$ cat config.mk
export PLATFORM = sky130hd
export DESIGN_NAME = maxpool2d_stream_flat
export DESIGN_NICKNAME = d
export VERILOG_FILES = /design/src/rtl/maxpool2d_stream_if.sv /design/src/rtl/maxpool2d_stream.sv /design/src/flat_wrapper.sv
export SDC_FILE = /design/constraint.sdc
export NUM_CORES = 1
export LEC_CHECK = 0
export CAP_MARGIN = 10
export CORE_MARGIN = 1
export CORE_UTILIZATION = 40
export CTS_BUF_LIST = sky130_fd_sc_hd__clkbuf_4
export DETAILED_ROUTE_END_ITERATION = 8
export GPL_TIMING_DRIVEN = 0
export MAX_ROUTING_LAYER = met4
export SLEW_MARGIN = 5
export SYNTH_ARGS = -nofsm -noshare
export SYNTH_HDL_FRONTEND = slang
export SYNTH_SLANG_ARGS = --single-unit
$ cat constraint.sdc
create_clock -name clk -period 7.5 [get_ports clk]
set_clock_uncertainty 0.15 [all_clocks]
set_input_delay 1.5 -clock clk [delete_from_list [all_inputs] [get_ports clk]]
set_output_delay 1.5 -clock clk [all_outputs]
set_load 0.02 [all_outputs]
$ cat src/rtl/maxpool2d_stream_if.sv
// maxpool2d_stream_if
//   Groups the control, input-stream and pooled-output signals of
//   maxpool2d_stream. The slave modport is the pooling block. The master
//   modport is whoever drives start/in_* and consumes the out_* stream.
//   Signals:
//     start, done       pass control (start pulse in, done level out)
//     in_data, in_valid conv output stream (32-bit signed, no ready)
//     out_data/addr/chan, out_valid  pooled, saturated, tagged result
//     err               sticky protocol error
interface maxpool2d_stream_if #(
    parameter int AW = 8
) ();
    logic          start;
    logic          done;
    logic [31:0]   in_data;
    logic          in_valid;
    logic [15:0]   out_data;
    logic [AW-1:0] out_addr;
    logic [3:0]    out_chan;
    logic          out_valid;
    logic          err;

    modport slave (
        input  start, in_data, in_valid,
        output done, out_data, out_addr, out_chan, out_valid, err
    );

    modport master (
        output start, in_data, in_valid,
        input  done, out_data, out_addr, out_chan, out_valid, err
    );
endinterface

$ cat src/rtl/maxpool2d_stream.sv
// maxpool2d_stream
//   Streaming 2x2 / stride-2 max-pool stage. Samples arrive filter-major,
//   then row, then column, one per in_valid, with no backpressure. A hold
//   register keeps the even-column sample. A line buffer of WIDTH/2 entries
//   keeps the horizontal maxima of each even row. On every odd-row/odd-column
//   sample the window maximum is saturated to 16 bits and emitted with its
//   pooled address and channel.
//   Ports:
//     clk  rising-edge clock
//     rst  synchronous active-low reset
//     bus  maxpool2d_stream_if.slave (start/done, in_*, out_*, err)
//
//   state  | meaning
//   S_IDLE | waiting for start after reset
//   S_RUN  | accepting samples of a pass
//   S_DONE | pass complete, done held until next start
module maxpool2d_stream #(
    parameter int WIDTH    = 32,
    parameter int HEIGHT   = 32,
    parameter int CHANNELS = 16,
    parameter int AW       = 8
) (
    input  logic clk,
    input  logic rst,
    maxpool2d_stream_if.slave bus
);
    localparam logic [1:0] S_IDLE = 2'd0;
    localparam logic [1:0] S_RUN  = 2'd1;
    localparam logic [1:0] S_DONE = 2'd2;

    localparam int CW = $clog2(WIDTH);
    localparam int RW = $clog2(HEIGHT);
    localparam int LW = CW - 1;
    localparam int PW = WIDTH / 2;

    logic [1:0]        state_q, state_d;
    logic [CW-1:0]     col_q, col_d;
    logic [RW-1:0]     row_q, row_d;
    logic [3:0]        chan_q, chan_d;
    logic signed [31:0] hold_q, hold_d;
    logic              done_q, done_d;
    logic              err_q, err_d;
    logic              out_valid_q, out_valid_d;
    logic [15:0]       out_data_q, out_data_d;
    logic [AW-1:0]     out_addr_q, out_addr_d;
    logic [3:0]        out_chan_q, out_chan_d;

    logic signed [31:0] linebuf_q [PW];
    logic               lb_we;
    logic [LW-1:0]      lb_idx;
    logic signed [31:0] x, h, lb_rd, v;
    logic [15:0]        v_sat;
    logic [AW-1:0]      addr_calc;
    logic               last_col, last_row, last_chan;

    assign x         = $signed(bus.in_data);
    assign lb_idx    = col_q[CW-1:1];
    assign lb_rd     = linebuf_q[lb_idx];
    assign h         = (x > hold_q) ? x : hold_q;
    assign v         = (lb_rd > h) ? lb_rd : h;
    assign addr_calc = AW'(row_q >> 1) * AW'(PW) + AW'(col_q >> 1);
    assign last_col  = (col_q == CW'(WIDTH - 1));
    assign last_row  = (row_q == RW'(HEIGHT - 1));
    assign last_chan = (chan_q == 4'(CHANNELS - 1));

    always_comb begin
        if (v > 32'sd32767)
            v_sat = 16'h7FFF;
        else if (v < -32'sd32768)
            v_sat = 16'h8000;
        else
            v_sat = v[15:0];
    end

    always_comb begin
        state_d     = state_q;
        col_d       = col_q;
        row_d       = row_q;
        chan_d      = chan_q;
        hold_d      = hold_q;
        done_d      = done_q;
        out_valid_d = 1'b0;
        out_data_d  = out_data_q;
        out_addr_d  = out_addr_q;
        out_chan_d  = out_chan_q;
        lb_we       = 1'b0;
        err_d       = err_q | (bus.in_valid & (state_q != S_RUN));
        case (state_q)
            S_IDLE, S_DONE: begin
                if (bus.start) begin
                    state_d = S_RUN;
                    col_d   = '0;
                    row_d   = '0;
                    chan_d  = '0;
                    done_d  = 1'b0;
                end
            end
            S_RUN: begin
                if (bus.in_valid) begin
                    if (!col_q[0]) begin
                        hold_d = x;
                    end else if (!row_q[0]) begin
                        lb_we = 1'b1;
                    end else begin
                        out_valid_d = 1'b1;
                        out_data_d  = v_sat;
                        out_addr_d  = addr_calc;
                        out_chan_d  = chan_q;
                    end
                    col_d = col_q + 1'b1;
                    if (last_col) begin
                        col_d = '0;
                        row_d = row_q + 1'b1;
                        if (last_row) begin
                            row_d  = '0;
                            chan_d = chan_q + 1'b1;
                            if (last_chan) begin
                                // Final emit and done rise on the same edge.
                                chan_d  = '0;
                                state_d = S_DONE;
                                done_d  = 1'b1;
                            end
                        end
                    end
                end
            end
            default: state_d = S_IDLE;
        endcase
    end

    always_ff @(posedge clk) begin
        if (!rst) begin
            state_q     <= S_IDLE;
            col_q       <= '0;
            row_q       <= '0;
            chan_q      <= '0;
            hold_q      <= '0;
            done_q      <= 1'b0;
            err_q       <= 1'b0;
            out_valid_q <= 1'b0;
            out_data_q  <= '0;
            out_addr_q  <= '0;
            out_chan_q  <= '0;
        end else begin
            state_q     <= state_d;
            col_q       <= col_d;
            row_q       <= row_d;
            chan_q      <= chan_d;
            hold_q      <= hold_d;
            done_q      <= done_d;
            err_q       <= err_d;
            out_valid_q <= out_valid_d;
            out_data_q  <= out_data_d;
            out_addr_q  <= out_addr_d;
            out_chan_q  <= out_chan_d;
        end
    end

    // Line buffer needs no reset; every entry is written on an even row
    // before it is read on the following odd row.
    always_ff @(posedge clk) begin
        if (rst && lb_we)
            linebuf_q[lb_idx] <= h;
    end

    assign bus.done      = done_q;
    assign bus.err       = err_q;
    assign bus.out_valid = out_valid_q;
    assign bus.out_data  = out_data_q;
    assign bus.out_addr  = out_addr_q;
    assign bus.out_chan  = out_chan_q;
endmodule

$ cat src/flat_wrapper.sv
// flat-port wrapper written by rule: the top's interface ports become plain ports
module maxpool2d_stream_flat 
#(
    parameter int WIDTH    = 32,
    parameter int HEIGHT   = 32,
    parameter int CHANNELS = 16,
    parameter int AW       = 8
)
  (clk, rst, bus_start, bus_in_data, bus_in_valid, bus_done, bus_out_data, bus_out_addr, bus_out_chan, bus_out_valid, bus_err);
  maxpool2d_stream_if #(.AW(AW)) bus_i ();
  input  logic clk;
  input  logic rst;
  input wire logic [$bits(bus_i.start)-1:0] bus_start;
  input wire logic [$bits(bus_i.in_data)-1:0] bus_in_data;
  input wire logic [$bits(bus_i.in_valid)-1:0] bus_in_valid;
  output wire logic [$bits(bus_i.done)-1:0] bus_done;
  output wire logic [$bits(bus_i.out_data)-1:0] bus_out_data;
  output wire logic [$bits(bus_i.out_addr)-1:0] bus_out_addr;
  output wire logic [$bits(bus_i.out_chan)-1:0] bus_out_chan;
  output wire logic [$bits(bus_i.out_valid)-1:0] bus_out_valid;
  output wire logic [$bits(bus_i.err)-1:0] bus_err;
  assign bus_i.start = bus_start;
  assign bus_i.in_data = bus_in_data;
  assign bus_i.in_valid = bus_in_valid;
  assign bus_done = bus_i.done;
  assign bus_out_data = bus_i.out_data;
  assign bus_out_addr = bus_i.out_addr;
  assign bus_out_chan = bus_i.out_chan;
  assign bus_out_valid = bus_i.out_valid;
  assign bus_err = bus_i.err;
  maxpool2d_stream #(.WIDTH(WIDTH), .HEIGHT(HEIGHT), .CHANNELS(CHANNELS), .AW(AW)) u_core (.clk(clk), .rst(rst), .bus(bus_i));
endmodule
# Word-level counts from Yosys, hierarchy flattened
# Memory sizes are Yosys's and may differ from the RTL's. A register that Yosys moved wholly into a read port is not among the register bits.
# Index checks and enable logic that the tools add are counted.
[classes] n_addsub=4 mul=0 div_mod_pow=0 magnitude_cmp=4 n_eq_ne=11 shift=0 muxes=39 bitwise=3 reduce_logical=12
[ops] op="> comparator 32 bit" count=2
[ops] op="two-way mux 32 bit" count=2
[ops] op="> comparator 32 x 16 -> 1 bit, second input constant" count=1
[ops] op="< comparator 32 x 16 -> 1 bit, second input constant" count=1
[ops] op="two-way mux 16 bit" count=2
[ops] op="two-way mux 5 bit" count=6
[ops] op="two-way mux 4 bit" count=7
[ops] op="case mux 5 bit (2 select lines)" count=2
[ops] op="two-way mux 1 bit" count=12
[ops] op="AND reduction 4 bit" count=3
[ops] op="adder 5 x 1 -> 5 bit, second input constant" count=2
[ops] op="== test 5 bit, second input constant" count=2
[ops] op="two-way mux 2 bit" count=5
[ops] op="AND reduction 5 bit" count=2
[ops] op="adder 8 x 4 -> 8 bit" count=1
[ops] op="!= test 2 x 1 -> 1 bit, second input constant" count=4
[ops] op="case mux 4 bit (2 select lines)" count=1
[ops] op="AND reduction 3 bit" count=2
[ops] op="AND reduction 6 bit" count=1
[ops] op="adder 4 x 1 -> 4 bit, second input constant" count=1
[ops] op="== test 4 bit, second input constant" count=1
[ops] op="!= test 2 bit, second input constant" count=2
[ops] op="case mux 2 bit (2 select lines)" count=1
[ops] op="== test 2 x 1 -> 1 bit, second input constant" count=1
[ops] op="other kinds (9)" count=9
[totals] regBits=79 latch_bits=0 ramBits=512 mem_bits_ro=0 out_inout_bits=31 word_cells=85 n_memories=1
[memory_table] name="u_core.linebuf_q" words=16 width=32 read_ports=1 rd_clocked_by_memory_dff=1 write_ports=1 line_no="maxpool2d_stream.sv:48" source="logic signed [31:0] linebuf_q [PW];"

# Longest topological paths before layout
[depth] word_depth=7 depth_mapped=27 ltp_nobuf=23

# Worst setup path before layout
# OpenSTA, ideal clock, no wires.
[synth_path] path_type="in2reg" from="input bus_in_data[23]" to="register u_core.out_data_q[10] (netlist: u_core.bus.out_data[10])" setup_ns=0.122 arrival_ns=6.802 setup_slack_ns=0.426 path_stages=25 n_path_buf=5 path_cell_list="ha_1 a21oi_1 o21ai_1 a221oi_1 o32ai_2 or4_4 buf_8 nand2_1 clkbuf_1 clkbuf_1 nor2_1 a21oi_1 ha_1 a21oi_1 o21ai_1 a221oi_1 o22ai_1 o41ai_2 clkbuf_1 a31oi_1 nor4_1 nand4_1 a21oi_2 buf_4 a21oi_2"
[synth_via] elab_chain_len=7
[synth_rtl] item="start: declaration" line_no="flat_wrapper.sv:14" source="input wire logic [$bits(bus_i.in_data)-1:0] bus_in_data;"
[synth_rtl] item="> comparator 32 bit" line_no="maxpool2d_stream.sv:59" source="assign h = (x > hold_q) ? x : hold_q;"
[synth_rtl] item="two-way mux 32 bit (*)" line_no="maxpool2d_stream.sv:59"
[synth_rtl] item="> comparator 32 bit" line_no="maxpool2d_stream.sv:60" source="assign v = (lb_rd > h) ? lb_rd : h;"
[synth_rtl] item="two-way mux 32 bit (*)" line_no="maxpool2d_stream.sv:60"
[synth_rtl] item="< comparator 32 x 16 -> 1 bit" line_no="maxpool2d_stream.sv:69" source="else if (v < -32'sd32768)"
[synth_rtl] item="two-way mux 16 bit" line_no="maxpool2d_stream.sv:69"
[synth_rtl] item="two-way mux 16 bit (*)" line_no="maxpool2d_stream.sv:67" source="if (v > 32'sd32767)"
[synth_rtl] item="end signal: assignment" line_no="maxpool2d_stream.sv:153" source="out_data_q <= out_data_d;"
[synth_rtl] item="end: declaration" line_no="maxpool2d_stream.sv:44" source="logic [15:0] out_data_q, out_data_d;"
# Every way passes the cells marked *; elsewhere a longest branch is shown, timed or not.
# A chain may end at the register's enable or synchronous reset.

# Final worst setup path
[layout_path] from="input bus_in_data[13]" to="register u_core.out_data_q[9] (netlist: u_core.bus.out_data[9])"
# The elaborated chain is that of the path after synthesis.

==> results.py <==
metrics = {
    "clock_tree": {
        "clk_latency_ps": 990,
        "clk_pin_slew_ps": 60,
        "cts_buffers": 149,
        "clock-root-buffer": "clkbuf_4",
        "clock_sinks": 595,
        "clockBufferDepth": 3,
        "cts_htree_levels": 4,
        "cts_tree": "yes",
    },
    "floorplan": {
        "io_pins": 67,
        "start_util_pct": 40.5,
        "die-area_um2": 63600,
        "fp.coreArea_um2": 61700,
        "die_h_um": 252,
        "die_x_um": 252,
        "rows": 91,
    },
    "sta": {
        "setup_ws_ps": 125,
        "hold_viol": 0,
        "setup_viol": 0,
        "worstMarginPinSlew_ps": 1150,
        "slew_viol_final": 0,
        "fin_crit_sh_pct": 98.3,
        "relSlewSlack_pct": 23.6,
        "fin_setup_tns_ps": 0,
        "clock.fmax_mhz": 136,
        "min_period_ps": 7370,
    },
    "critical_path": {
        "path_buf_inv": 7,
        "start_kind": "primary input",
        "cpMostUsedCell": "buf_4",
        "crit_family": "compound AO/OA/AOI/OAI gates",
        "worstPathArrival_ps": 8060,
        "cp_max_fo": 10,
        "crit_type": "in2reg",
        "end_kind": "flip-flop",
        "cp_slowest_cell": "or4b_4",
        "crit_path_max_incr_delay_ps": 580,
        "critPathRequiredTime_ps": 8190,
    },
    "global_routing": {
        "grt_pass1_vias": 15200,
        "grt-ovfl-total": 0,
        "grt_pass1_wl_mm": 97.6,
        "antenna_found_initial": 2,
        "track_usage_pct": 22.3,
        "grt_max_degree": 19,
    },
    "finish": {
        "area_growth_pct": 18.2,
        "post-route-util_pct": 47.9,
        "drive_gt1_share_pct": 29.6,
        "num-fill-cells": 5274,
        "fin_area_um2": 29600,
        "fin_nets": 1866,
    },
    "route": {
        "first_iter_violations": 1467,
        "dr.pass1.iters": 5,
        "routed_wl_mm": 67.2,
        "vias": 14900,
        "wl_per_cell_um": 24.9,
        "drc": 0,
        "ant_nets": 0,
        "viasPerCell": 5.51,
    },
    "synth": {
        "synth_edf_count": 512,
        "netlist_area_um2": 25000,
        "synth_seq_cells": 595,
        "syn_inst": 1497,
        "synth_top_cell_area_share_pct": 61.5,
        "syn-mean-instance-area_um2": 16.7,
        "seq_area_frac_synth_pct": 68.1,
        "synth_area_leaders": "edfxtp_1, mux4_2, dfxtp_1",
        "synth_commonest_cells": "edfxtp_1, mux4_2, nand2_1, a21oi_1, dfxtp_1",
        "yosysMostFrequentCell": "edfxtp_1",
        "synth_top_area_cell": "edfxtp_1",
        "syn_nets": 1602,
        "synthFlopType": "edfxtp_1",
        "yosys_warnings": 0,
        "ys_async_sr_fraction_pct": 0,
        "synth_cell_types": 64,
    },
    "pwr": {
        "power_density_nw_per_um2": 233,
        "peakVddDrop_v": 0.000100,
        "leakagePower_nw": 9.69,
    },
    "placement": {
        "place_congestion": 0.896,
        "numPortBuffers": 66,
        "dpl_cell_area_um2": 27400,
        "pre_cts_slack_ps": -2580,
        "dp_hpwl_mm": 45.0,
    },
    "status": {
        "status": "finished, final reports clean",
    },
    "run": {
        "drv_cap": 0,
    },
    "hold_path": {
        "hold_class": "reg2reg",
    },
}
-- metal layers --
layer	up-vias	routed length [µm]	share of wire [%]	GRT usage, %
met5	-	0	0	-
met4	0	1650	2.5	7.86
met3	124	4830	7.2	5.28
met2	637	32200	48	34.2
met1	7574	28500	42	29.0
li1	6520	-	-	-
-- metrics by stage --
stage | cells | total power (W) | hold WS, ps
after global routing | 2698 | 0.00717 | 320
after floorplan | 1497 | 0.00403 | 286
final | 2698 | 0.00690 | 306
after global placement | 2400 | 0.00418 | 291
after detailed placement | 2436 | 0.00420 | 299
after CTS | 2694 | 0.00696 | 307
-- worst min-delay path, delay by kind of cell, from the launching register on --
kind	cells	cell delay (ps)
AND/OR/NAND/NOR	1	50
flip-flops	1	310
AO/OA/AOI/OAI	1	50
-- final cells by class --
type | count | area [µm²] | share of cell area [%]
Antenna cell | 2 | 5.00 | 0.0169
Buffer | 76 | 393 | 1.33
Clock buffer | 220 | 1650 | 5.58
Clock inverter | 29 | 236 | 0.799
Inverter | 68 | 255 | 0.863
Multi-Input combinational cell | 758 | 7620 | 25.8
Sequential cell | 595 | 17000 | 57.6
Tap cell | 837 | 1050 | 3.54
Timing Repair Buffer | 113 | 1330 | 4.50
-- cell families (layout without fill, tap and decap cells) --
group | Yosys count | in the layout | share of synthesized area, %
xor gates and xnor gates | 5 | 5 | 0.175
muxes | 162 | 162 | 14.5
DFF | 595 | 595 | 68.1
and+or+nand+nor | 316 | 316 | 5.96
AOI/OAI and AO/OA | 206 | 206 | 5.36
other | 0 | 2 | 0
adders and majority gates | 69 | 69 | 3.45
buffers and inverters | 144 | 506 | 2.46
-- report_power, final --
| part | switching, W | internal, W |
|---|---|---|
| logic | 0.000330 | 0.000153 |
| registers | 0.00000937 | 0.00367 |
| clock network | 0.00127 | 0.00147 |
| total | 0.00161 | 0.00529 |
-- cells in the final DEF (no fill, tap or decap), types with 6 or more instances in the layout --
| cell type | instances |
|---|---|
| edfxtp_1 | 512 |
| ha_1 | 69 |
| buf_2 | 16 |
| a31oi_1 | 11 |
| nand2b_1 | 6 |
| nand3_1 | 29 |
| nand4_1 | 14 |
| buf_12 | 8 |
| inv_1 | 68 |
| clkbuf_2 | 7 |
| a31oi_2 | 6 |
| dfxtp_1 | 83 |
| o21ai_0 | 30 |
| clkbuf_4 | 223 |
| a21oi_2 | 12 |
| nor2_1 | 52 |
| buf_4 | 27 |
| mux4_2 | 160 |
| and2_1 | 19 |
| o221ai_2 | 10 |
| clkbuf_1 | 39 |
| clkdlybuf4s50_1 | 65 |
| nor2_4 | 12 |
| clkinv_1 | 15 |
| buf_6 | 9 |
| buf_16 | 10 |
| a21oi_1 | 93 |
| o21ai_1 | 14 |
| nand2_1 | 140 |
-- flip-flops by register name (all words and copies together), names as in the netlist, 2 cells and up, named ones only --
register,flops
u_core.bus.out_addr,8
u_core.bus.out_data,16
u_core.row_q,5
u_core.linebuf_q,512
u_core.col_q,5
u_core.chan_q,4
u_core.state_q,2
u_core.hold_q,32
u_core.bus.out_chan,4
-- path summary, 6_finish.rpt --
kind	endpoint	cells past startpoint	start	slack, ps
hold reg to reg	u_core.bus.out_chan[0]	2	u_core.bus.out_chan[0]	310
hold / removal	u_core.bus.out_chan[0]	2	u_core.bus.out_chan[0]	310
setup / recovery	u_core.bus.out_data[9]	26	bus_in_data[13]	130
setup reg to reg	u_core.bus.out_data[9]	20	flip-flop	420
-- what timing repair did --
action	CTS	global route
gates resized for setup	22	33
setup buffers	9	1
gates cloned	0	0
pin swaps	4	3
hold buffers	0	0
endpoints found under the setup margin	16	16
(Power assumes the default switching activity.)
